--- src/rtl/neuron_seq_ctrl_if.sv ---
// Bus bundle for the sequenced neuron: sample handshake, weight ROM port,
// shared multiplier port, sigmoid LUT port and result handshake.
interface neuron_seq_ctrl_if #(
    parameter int unsigned BROJ_ZNACAJKI = 60,
    parameter int unsigned SIRINA        = 16,
    parameter int unsigned SIRINA_SUME   = 22
);
    localparam int unsigned AdrW = $clog2(BROJ_ZNACAJKI);

    logic                              uzorak_valid;
    logic                              uzorak_ready;
    logic [BROJ_ZNACAJKI*SIRINA-1:0]   uzorak;
    logic [AdrW-1:0]                   tezina_adr;
    logic [SIRINA-1:0]                 tezina;
    logic [SIRINA-1:0]                 mnoz_tezina;
    logic [SIRINA-1:0]                 mnoz_uzorak;
    logic [SIRINA-1:0]                 mnoz_produkt;
    logic [SIRINA_SUME-1:0]            suma;
    logic                              predznak;
    logic [SIRINA-1:0]                 vjerojatnost;
    logic [SIRINA-1:0]                 izlaz;
    logic                              izlaz_valid;
    logic                              izlaz_ready;

    // Controller side.
    modport master (
        input  uzorak_valid, uzorak, tezina, mnoz_produkt, vjerojatnost, izlaz_ready,
        output uzorak_ready, tezina_adr, mnoz_tezina, mnoz_uzorak, suma, predznak,
        output izlaz, izlaz_valid
    );

    // Environment side: sample source, ROM, multiplier, LUT and consumer.
    modport slave (
        output uzorak_valid, uzorak, tezina, mnoz_produkt, vjerojatnost, izlaz_ready,
        input  uzorak_ready, tezina_adr, mnoz_tezina, mnoz_uzorak, suma, predznak,
        input  izlaz, izlaz_valid
    );
endinterface

--- src/rtl/neuron_seq_ctrl.sv ---
// Sequenced sonar neuron: one shared multiplier and weight ROM, one product per
// cycle over all features, sign-magnitude accumulate, compare, then sigmoid LUT.
module neuron_seq_ctrl #(
    parameter int unsigned BROJ_ZNACAJKI = 60,
    parameter int unsigned SIRINA        = 16,
    parameter int unsigned SIRINA_SUME   = 22
) (
    input  logic            clk,
    input  logic            rst_n,
    neuron_seq_ctrl_if.master bus
);
    localparam int unsigned AdrW = $clog2(BROJ_ZNACAJKI);
    localparam logic [AdrW-1:0] ZadnjiK = AdrW'(BROJ_ZNACAJKI - 1);

    typedef enum logic [2:0] {StIdle, StMac, StCmp, StSig, StOut} state_e;

    state_e                          state_q, state_d;
    logic [BROJ_ZNACAJKI*SIRINA-1:0] uzorak_q, uzorak_d;
    logic [AdrW-1:0]                 k_q, k_d;
    logic [SIRINA_SUME-1:0]          p_acc_q, p_acc_d;
    logic [SIRINA_SUME-1:0]          n_acc_q, n_acc_d;
    logic [SIRINA_SUME-1:0]          suma_q, suma_d;
    logic                            predznak_q, predznak_d;
    logic [SIRINA-1:0]               izlaz_q, izlaz_d;
    logic                            izlaz_valid_q, izlaz_valid_d;
    logic [SIRINA_SUME-1:0]          produkt_ext;

    // Worst case 60 x 0xFFFF fits in the accumulator width, so no wrap handling.
    assign produkt_ext = SIRINA_SUME'(bus.mnoz_produkt);

    // State and datapath registers.
    always_ff @(posedge clk or negedge rst_n) begin
        if (!rst_n) begin
            state_q       <= StIdle;
            uzorak_q      <= '0;
            k_q           <= '0;
            p_acc_q       <= '0;
            n_acc_q       <= '0;
            suma_q        <= '0;
            predznak_q    <= 1'b0;
            izlaz_q       <= '0;
            izlaz_valid_q <= 1'b0;
        end else begin
            state_q       <= state_d;
            uzorak_q      <= uzorak_d;
            k_q           <= k_d;
            p_acc_q       <= p_acc_d;
            n_acc_q       <= n_acc_d;
            suma_q        <= suma_d;
            predznak_q    <= predznak_d;
            izlaz_q       <= izlaz_d;
            izlaz_valid_q <= izlaz_valid_d;
        end
    end

    // Next-state and datapath updates for the sequencer.
    always_comb begin
        state_d       = state_q;
        uzorak_d      = uzorak_q;
        k_d           = k_q;
        p_acc_d       = p_acc_q;
        n_acc_d       = n_acc_q;
        suma_d        = suma_q;
        predznak_d    = predznak_q;
        izlaz_d       = izlaz_q;
        izlaz_valid_d = izlaz_valid_q;
        unique case (state_q)
            StIdle: begin
                if (bus.uzorak_valid) begin
                    uzorak_d = bus.uzorak;
                    p_acc_d  = '0;
                    n_acc_d  = '0;
                    k_d      = '0;
                    state_d  = StMac;
                end
            end
            StMac: begin
                // Routing depends on the weight sign bit only, even for zero magnitudes.
                if (bus.tezina[SIRINA-1]) begin
                    n_acc_d = n_acc_q + produkt_ext;
                end else begin
                    p_acc_d = p_acc_q + produkt_ext;
                end
                k_d = k_q + 1'b1;
                if (k_q == ZadnjiK) begin
                    k_d     = '0;
                    state_d = StCmp;
                end
            end
            StCmp: begin
                // A tie counts as negative: suma = 0, predznak = 1.
                if (p_acc_q > n_acc_q) begin
                    suma_d     = p_acc_q - n_acc_q;
                    predznak_d = 1'b0;
                end else begin
                    suma_d     = n_acc_q - p_acc_q;
                    predznak_d = 1'b1;
                end
                state_d = StSig;
            end
            StSig: begin
                izlaz_d       = bus.vjerojatnost;
                izlaz_valid_d = 1'b1;
                state_d       = StOut;
            end
            StOut: begin
                if (bus.izlaz_ready) begin
                    izlaz_valid_d = 1'b0;
                    state_d       = StIdle;
                end
            end
            default: state_d = StIdle;
        endcase
    end

    // Combinational outputs to the sample source, ROM and multiplier.
    always_comb begin
        bus.uzorak_ready = (state_q == StIdle);
        bus.mnoz_tezina  = bus.tezina;
        bus.tezina_adr   = '0;
        bus.mnoz_uzorak  = '0;
        if (state_q == StMac) begin
            bus.tezina_adr  = k_q;
            bus.mnoz_uzorak = uzorak_q[int'(k_q)*SIRINA +: SIRINA];
        end
    end

    assign bus.suma        = suma_q;
    assign bus.predznak    = predznak_q;
    assign bus.izlaz       = izlaz_q;
    assign bus.izlaz_valid = izlaz_valid_q;
endmodule
--- src/flat_wrapper.sv ---
// flat-port wrapper written by rule: the top's interface ports become plain ports
module neuron_seq_ctrl_flat 
#(
    parameter int unsigned BROJ_ZNACAJKI = 60,
    parameter int unsigned SIRINA        = 16,
    parameter int unsigned SIRINA_SUME   = 22
)
  (clk, rst_n, bus_uzorak_valid, bus_uzorak, bus_tezina, bus_mnoz_produkt, bus_vjerojatnost, bus_izlaz_ready, bus_uzorak_ready, bus_tezina_adr, bus_mnoz_tezina, bus_mnoz_uzorak, bus_suma, bus_predznak, bus_izlaz, bus_izlaz_valid);
  neuron_seq_ctrl_if #(.BROJ_ZNACAJKI(BROJ_ZNACAJKI), .SIRINA(SIRINA), .SIRINA_SUME(SIRINA_SUME)) bus_i ();
  input  logic clk;
  input  logic rst_n;
  input wire logic [$bits(bus_i.uzorak_valid)-1:0] bus_uzorak_valid;
  input wire logic [$bits(bus_i.uzorak)-1:0] bus_uzorak;
  input wire logic [$bits(bus_i.tezina)-1:0] bus_tezina;
  input wire logic [$bits(bus_i.mnoz_produkt)-1:0] bus_mnoz_produkt;
  input wire logic [$bits(bus_i.vjerojatnost)-1:0] bus_vjerojatnost;
  input wire logic [$bits(bus_i.izlaz_ready)-1:0] bus_izlaz_ready;
  output wire logic [$bits(bus_i.uzorak_ready)-1:0] bus_uzorak_ready;
  output wire logic [$bits(bus_i.tezina_adr)-1:0] bus_tezina_adr;
  output wire logic [$bits(bus_i.mnoz_tezina)-1:0] bus_mnoz_tezina;
  output wire logic [$bits(bus_i.mnoz_uzorak)-1:0] bus_mnoz_uzorak;
  output wire logic [$bits(bus_i.suma)-1:0] bus_suma;
  output wire logic [$bits(bus_i.predznak)-1:0] bus_predznak;
  output wire logic [$bits(bus_i.izlaz)-1:0] bus_izlaz;
  output wire logic [$bits(bus_i.izlaz_valid)-1:0] bus_izlaz_valid;
  assign bus_i.uzorak_valid = bus_uzorak_valid;
  assign bus_i.uzorak = bus_uzorak;
  assign bus_i.tezina = bus_tezina;
  assign bus_i.mnoz_produkt = bus_mnoz_produkt;
  assign bus_i.vjerojatnost = bus_vjerojatnost;
  assign bus_i.izlaz_ready = bus_izlaz_ready;
  assign bus_uzorak_ready = bus_i.uzorak_ready;
  assign bus_tezina_adr = bus_i.tezina_adr;
  assign bus_mnoz_tezina = bus_i.mnoz_tezina;
  assign bus_mnoz_uzorak = bus_i.mnoz_uzorak;
  assign bus_suma = bus_i.suma;
  assign bus_predznak = bus_i.predznak;
  assign bus_izlaz = bus_i.izlaz;
  assign bus_izlaz_valid = bus_i.izlaz_valid;
  neuron_seq_ctrl #(.BROJ_ZNACAJKI(BROJ_ZNACAJKI), .SIRINA(SIRINA), .SIRINA_SUME(SIRINA_SUME)) u_core (.clk(clk), .rst_n(rst_n), .bus(bus_i));
endmodule
--- config.mk ---
export PLATFORM = sky130hd
export DESIGN_NAME = neuron_seq_ctrl_flat
export DESIGN_NICKNAME = d
export VERILOG_FILES = /design/src/rtl/neuron_seq_ctrl_if.sv /design/src/rtl/neuron_seq_ctrl.sv /design/src/flat_wrapper.sv
export SDC_FILE = /design/constraint.sdc
export NUM_CORES = 2
export LEC_CHECK = 0
export ABC_AREA = 1
export CAP_MARGIN = 10
export CORE_AREA = 2 2 420 422
export DETAILED_ROUTE_END_ITERATION = 12
export DIE_AREA = 0 0 422 424
export SLEW_MARGIN = 30
export SYNTH_ARGS = -nofsm -noshare
export SYNTH_HDL_FRONTEND = slang
export SYNTH_SLANG_ARGS = --single-unit
--- constraint.sdc ---
create_clock -name clk -period 2 [get_ports clk]
set_input_delay 0.4 -clock clk [delete_from_list [all_inputs] [get_ports clk]]
set_output_delay 0.4 -clock clk [all_outputs]
set_load 0.05 [all_outputs]
### Yosys cells after proc, flatten, opt, wreduce, memory -nomap -nowiden

Cells that the tools add are included.

| storage, ports and cells | value |
|---|---|
| output and inout port bits | 79 |
| input port bits | 1,012 |
| word-level logic and storage cells | 53 |
| bits in registers | 1,053 |

| operators by class | value |
|---|---|
| mux-type cells | 18 |
| shift operators | 1 |
| $lt $le $gt $ge | 1 |
| $add $sub $neg | 5 |
| eq/ne operators | 10 |
| reductions and logical operators | 9 |

Operators by type and width:

| cell | count |
|---|---|
| 960-bit by 11-bit indexed part select with 16-bit output | 1 |
| 22-bit two-way mux | 4 |
| 22-bit one-hot mux with 2 select lines | 2 |
| 22-bit by 16-bit adder with 22-bit output | 2 |
| 22-bit subtractor | 2 |
| 22-bit > comparator | 1 |
| 6-bit two-way mux | 3 |
| 16-bit two-way mux | 1 |
| 3-bit one-hot mux with 5 select lines | 1 |
| 6-bit one-hot mux with 2 select lines | 1 |
| 3-bit two-way mux | 3 |
| 3-bit AND reduction | 3 |
| 2-bit != test, second input constant | 4 |
| 6-bit by 1-bit adder with 6-bit output, second input constant | 1 |
| 3-bit by 2-bit == test with 1-bit output, second input constant | 2 |
| 6-bit == test, second input constant | 1 |
| 2-bit AND reduction | 3 |
| 2-bit nonzero test | 2 |
| 3-bit by 1-bit == test with 1-bit output, second input constant | 1 |
| 3-bit == test, second input constant | 1 |
| 3-bit zero test | 1 |
| 1-bit two-way mux | 2 |
| 2-bit by 1-bit != test with 1-bit output, second input constant | 1 |
| 1-bit one-hot mux with 2 select lines | 1 |

### Depth between registers and ports, before layout

| depth | value |
|---|---|
| depth in word-level cells | 3 |
| gate-level depth with buffers | 17 |

### Worst setup path before layout

OpenSTA, ideal clock, no wires.

| timing | value |
|---|---|
| path kind | reg-to-output |
| from | register u_core.k_q[0] |
| to | output port bus_mnoz_uzorak[0] |
| path slack | -635 ps |
| cell stages (with the launch flop) | 13 |
| arrival time | 2,235 ps |
| cell sequence | dfrtp_1 buf_6 inv_2 buf_6 buf_6 buf_8 buf_6 nor2_1 o211ai_1 nand3_1 nand2_1 nand3_1 a21oi_1 |

| between the ends | value |
|---|---|
| word-level cells in the longest chain between the ends | 2 |

RTL lines:

| element | line | source |
|---|---|---|
| from (decl) | neuron_seq_ctrl.sv:19 | `logic [AdrW-1:0] k_q, k_d;` |
| from (signal assigned) | neuron_seq_ctrl.sv:46 | `k_q <= k_d;` |
| 960-bit by 11-bit indexed part select with 16-bit output | neuron_seq_ctrl.sv:124 | `bus.mnoz_uzorak = uzorak_q[int'(k_q)*SIRINA +: SIRINA];` |
| 16-bit two-way mux | neuron_seq_ctrl.sv:122 | `if (state_q == StMac) begin` |
| to (decl) | flat_wrapper.sv:21 | `output wire logic [$bits(bus_i.mnoz_uzorak)-1:0] bus_mnoz_uzorak;` |

No other way between the ends.

### Final worst setup path

| timing | value |
|---|---|
| from | register u_core.k_q[0] |
| to | output port bus_mnoz_uzorak[13] |

The elaborated chain is that of the path after synthesis.

==> flow_summary.ini <==
[clocking]
cts_made_buffers = 118
cts.sinks = 1053
clockBufferDepth = 3
htreeDepth = 3
clkTransAtPathRegs_ns = 0.06
cts_tree = built
root_buffer = clkbuf_16
clock_latency_ns = 0.78

[power]
switching_share_pct = 45.8
p_sw_uw = 70700
p_seq_share_pct = 24.6
intPower_uw = 83700
power_frac_clock_pct = 15.0
p_per_area_nw_per_um2 = 1850
irDropWorstVdd_mv = 0.915
power_frac_comb_pct = 60.4
leakage_uw = 0.0409

[setup_path]
r2r_slack_ns = -0.33
crit_chain = buf_12, buf_6, inv_16, buf_16, buf_6, nor2_1, o211ai_1, nand3_2, nand3_4, nand3_4, a21oi_4, buf_12
reg2regPathDepth = 11
max_stage_delay_ns = 0.53
worstSetupEndpointType = output port
r2r_start = u_core.k_q[0]$_DFFE_PN0P_
start_kind = flip-flop
critical_path.slowest_cell = dfrtp_4
rr_endpoint = u_core.state_q[0]$_DFFE_PN0P_
critPathMaxFanout = 7
cp.required_ns = 1.60
arrival_ns = 3.39
path_class = flip-flop to output port

[route]
drtIter0Drc = 5927
vias = 57900
wl_um = 274000
route.detailed.drc = 0
wire_per_inst_um = 23.8
routed_via_density = 5.03
drtAntennaViolNets = 0
dr.pass1.iters = 6

[synthesis]
synth_area_leaders = dfrtp_1, nand2_1, o21ai_0
syn_area_um2 = 53800
async_flop_share_pct = 100
synth_top_area_share_pct = 48.9
postSynthAreaPerCell_um2 = 7.31
synth_fp_nets = 8463
yosys_warnings = 0
synthCells = 7371
synth_common_cells = nand2_1, dfrtp_1, nor2_1
ys_types = 45
synth-main-ff-cell = dfrtp_1
synth-edff-count = 0
ys_seq_area_share_pct = 48.9
synth_top_area_cell = dfrtp_1
yosysMostFrequentCell = nand2_1
synth-seq-cells = 1053

[timing]
min_period_ns = 3.79
setup_viol = 69
finalClockSkew_ns = 0.0933
max_freq_ghz = 0.264
relSlewSlack_pct = 42.2
grt_setup_unrepaired = yes
tightest_slew_ns = 0.867
slew_viol_final = 0
setup_slack_ns = -1.79
period_share_pct = 190
finalSetupTns_ns = -36.09
final-hold-violation-count = 0

[floorplan]
rows = 154
ios = 1091
coreArea_um2 = 175000
initial_core_util_pct = 30.8
die-height_um = 424
die_x_um = 422
die_area_um2 = 179000

[place]
gp_congestion = 0.958
dp_slack_ns = -1.37
dpl-instance-area_um2 = 72500
place_hpwl_um = 204000
portBuffers = 1060

[flow_run]
drv_cap = 0

[cells_and_area]
drive_above_1_share_pct = 19.9
seqCellArea_um2 = 26400
fillers = 16900
multi_input_area_um2 = 27000
fin_nets = 10100
fin_util_pct = 47.8
area_growth_pct = 55.2
stdcell_area_um2 = 83600

[global_route]
globalRouteOverflowTotal = 0
grt_usage_pct = 28.3
grt_pass1_wl_um = 375000
grt_pass1_vias = 56300
antenna_found_initial = 39
grt_start_max_net_pins = 99

[worst_hold_path]
hold_start = bus_uzorak[271]
hp-class = input port to flip-flop
whs_path_depth = 3
holdPathEnd = u_core.uzorak_q[271]$_DFFE_PN0P_

[status]
status = finished with violations
violations = negative setup slack
## timing repair
| item | 4_1_cts | 5_1_grt |
|---|---|---|
| cloned | 20 | 64 |
| buffers inserted | 82 | 80 |
| hold buffers | 2 | 0 |
| pin swaps | 130 | 189 |
| gates resized for setup | 482 | 516 |
| setup endpoints to repair | 109 | 330 |
| hold endpoints to repair | 758 | 0 |
## layout by cell type, fill, tap and decap left out, types with 93 or more instances in the layout
cell,count
nand2_1,3204
dfrtp_1,1047
clkdlybuf4s50_1,995
nor2_1,672
buf_4,657
o21ai_0,516
inv_1,284
clkbuf_16,174
o211ai_1,143
nand2_2,134
nand3_1,127
o21ai_1,114
buf_12,114
nand3_2,95
buf_6,95
a21oi_1,93
## power by group through the flow
stage,logic (µW),clock network [µW],registers [µW]
2_1_floorplan,39300,0,36600
3_3_place_gp,74700,0,37600
3_5_place_dp,75500,0,37600
4_1_cts,84200,23500,37600
5_1_grt,100000,24300,38700
6_report,93200,23200,38000
## per-layer routing
metal  vias to the layer above  global-route usage (%)  wire [µm]
li1                      26600                       -          -
met1                     28100                    34.7     106000
met2                      2640                    47.3     132000
met3                       571                    4.11      17600
met4                        10                    17.0      18100
met5                         -                       0         59
## area by class of cell
cell class,instances,share of cell area [%]
timing repair inverter,4,0.0823
multi-input combinational,5535,32.3
sequential,1053,31.5
clock buffer,155,4.01
inverter,325,1.56
clock inverter,65,0.971
timing repair buffer,2017,25.9
tap,2340,3.50
antenna,31,0.0928
## state kept, by name, indices dropped and copies added, names as in the netlist
| register | cells |
|---|---|
| u_core.bus.izlaz | 16 |
| u_core.state_q | 3 |
| u_core.bus.izlaz_valid | 1 |
| u_core.bus.predznak | 1 |
| u_core.uzorak_q | 960 |
| u_core.p_acc_q | 22 |
| u_core.k_q | 6 |
| u_core.n_acc_q | 22 |
| u_core.bus.suma | 22 |
## worst max-delay path: cells and delay by family (launching register included)
family | cells | cell delay [ns]
buffers and inverters | 6 | 0.80
AND/OR/NAND/NOR | 4 | 0.54
AO/OA/AOI/OAI | 2 | 0.71
flip-flops | 1 | 0.53
## worst max path at each step
stage                                          from                  end  slack [ns]  depth (start not counted)
final                     u_core.k_q[0]$_DFFE_PN0P_  bus_mnoz_uzorak[13]       -1.79                         12
after global routing      u_core.k_q[0]$_DFFE_PN0P_   bus_mnoz_uzorak[7]       -1.86                         11
after CTS                 u_core.k_q[0]$_DFFE_PN0P_  bus_mnoz_uzorak[11]       -1.81                         11
after detailed placement  u_core.k_q[0]$_DFFE_PN0P_  bus_mnoz_uzorak[11]       -1.37                         13
after global placement    u_core.k_q[0]$_DFFE_PN0P_  bus_mnoz_uzorak[11]       -1.38                         13
after floorplan           u_core.k_q[0]$_DFFE_PN0P_  bus_mnoz_uzorak[10]       -0.25                         12
## stage by stage
stage,cells,hold slack [ns],power [µW]
2_1_floorplan,7371,0.104,75900
3_3_place_gp,11100,0.203,112000
3_5_place_dp,11100,0.206,113000
4_1_cts,11400,0.0907,145000
5_1_grt,11500,0.114,163000
6_report,11500,0.149,154000
## kinds of logic after synthesis
logic type | share of synthesized area (%)
fa+ha+maj | 1.91
xor+xnor | 0.472
compound gates | 10.4
buf+inv | 6.46
mux | 0.335
simple gates | 31.5
flops | 48.9
Note: power is estimated with default switching activity, not from simulation.
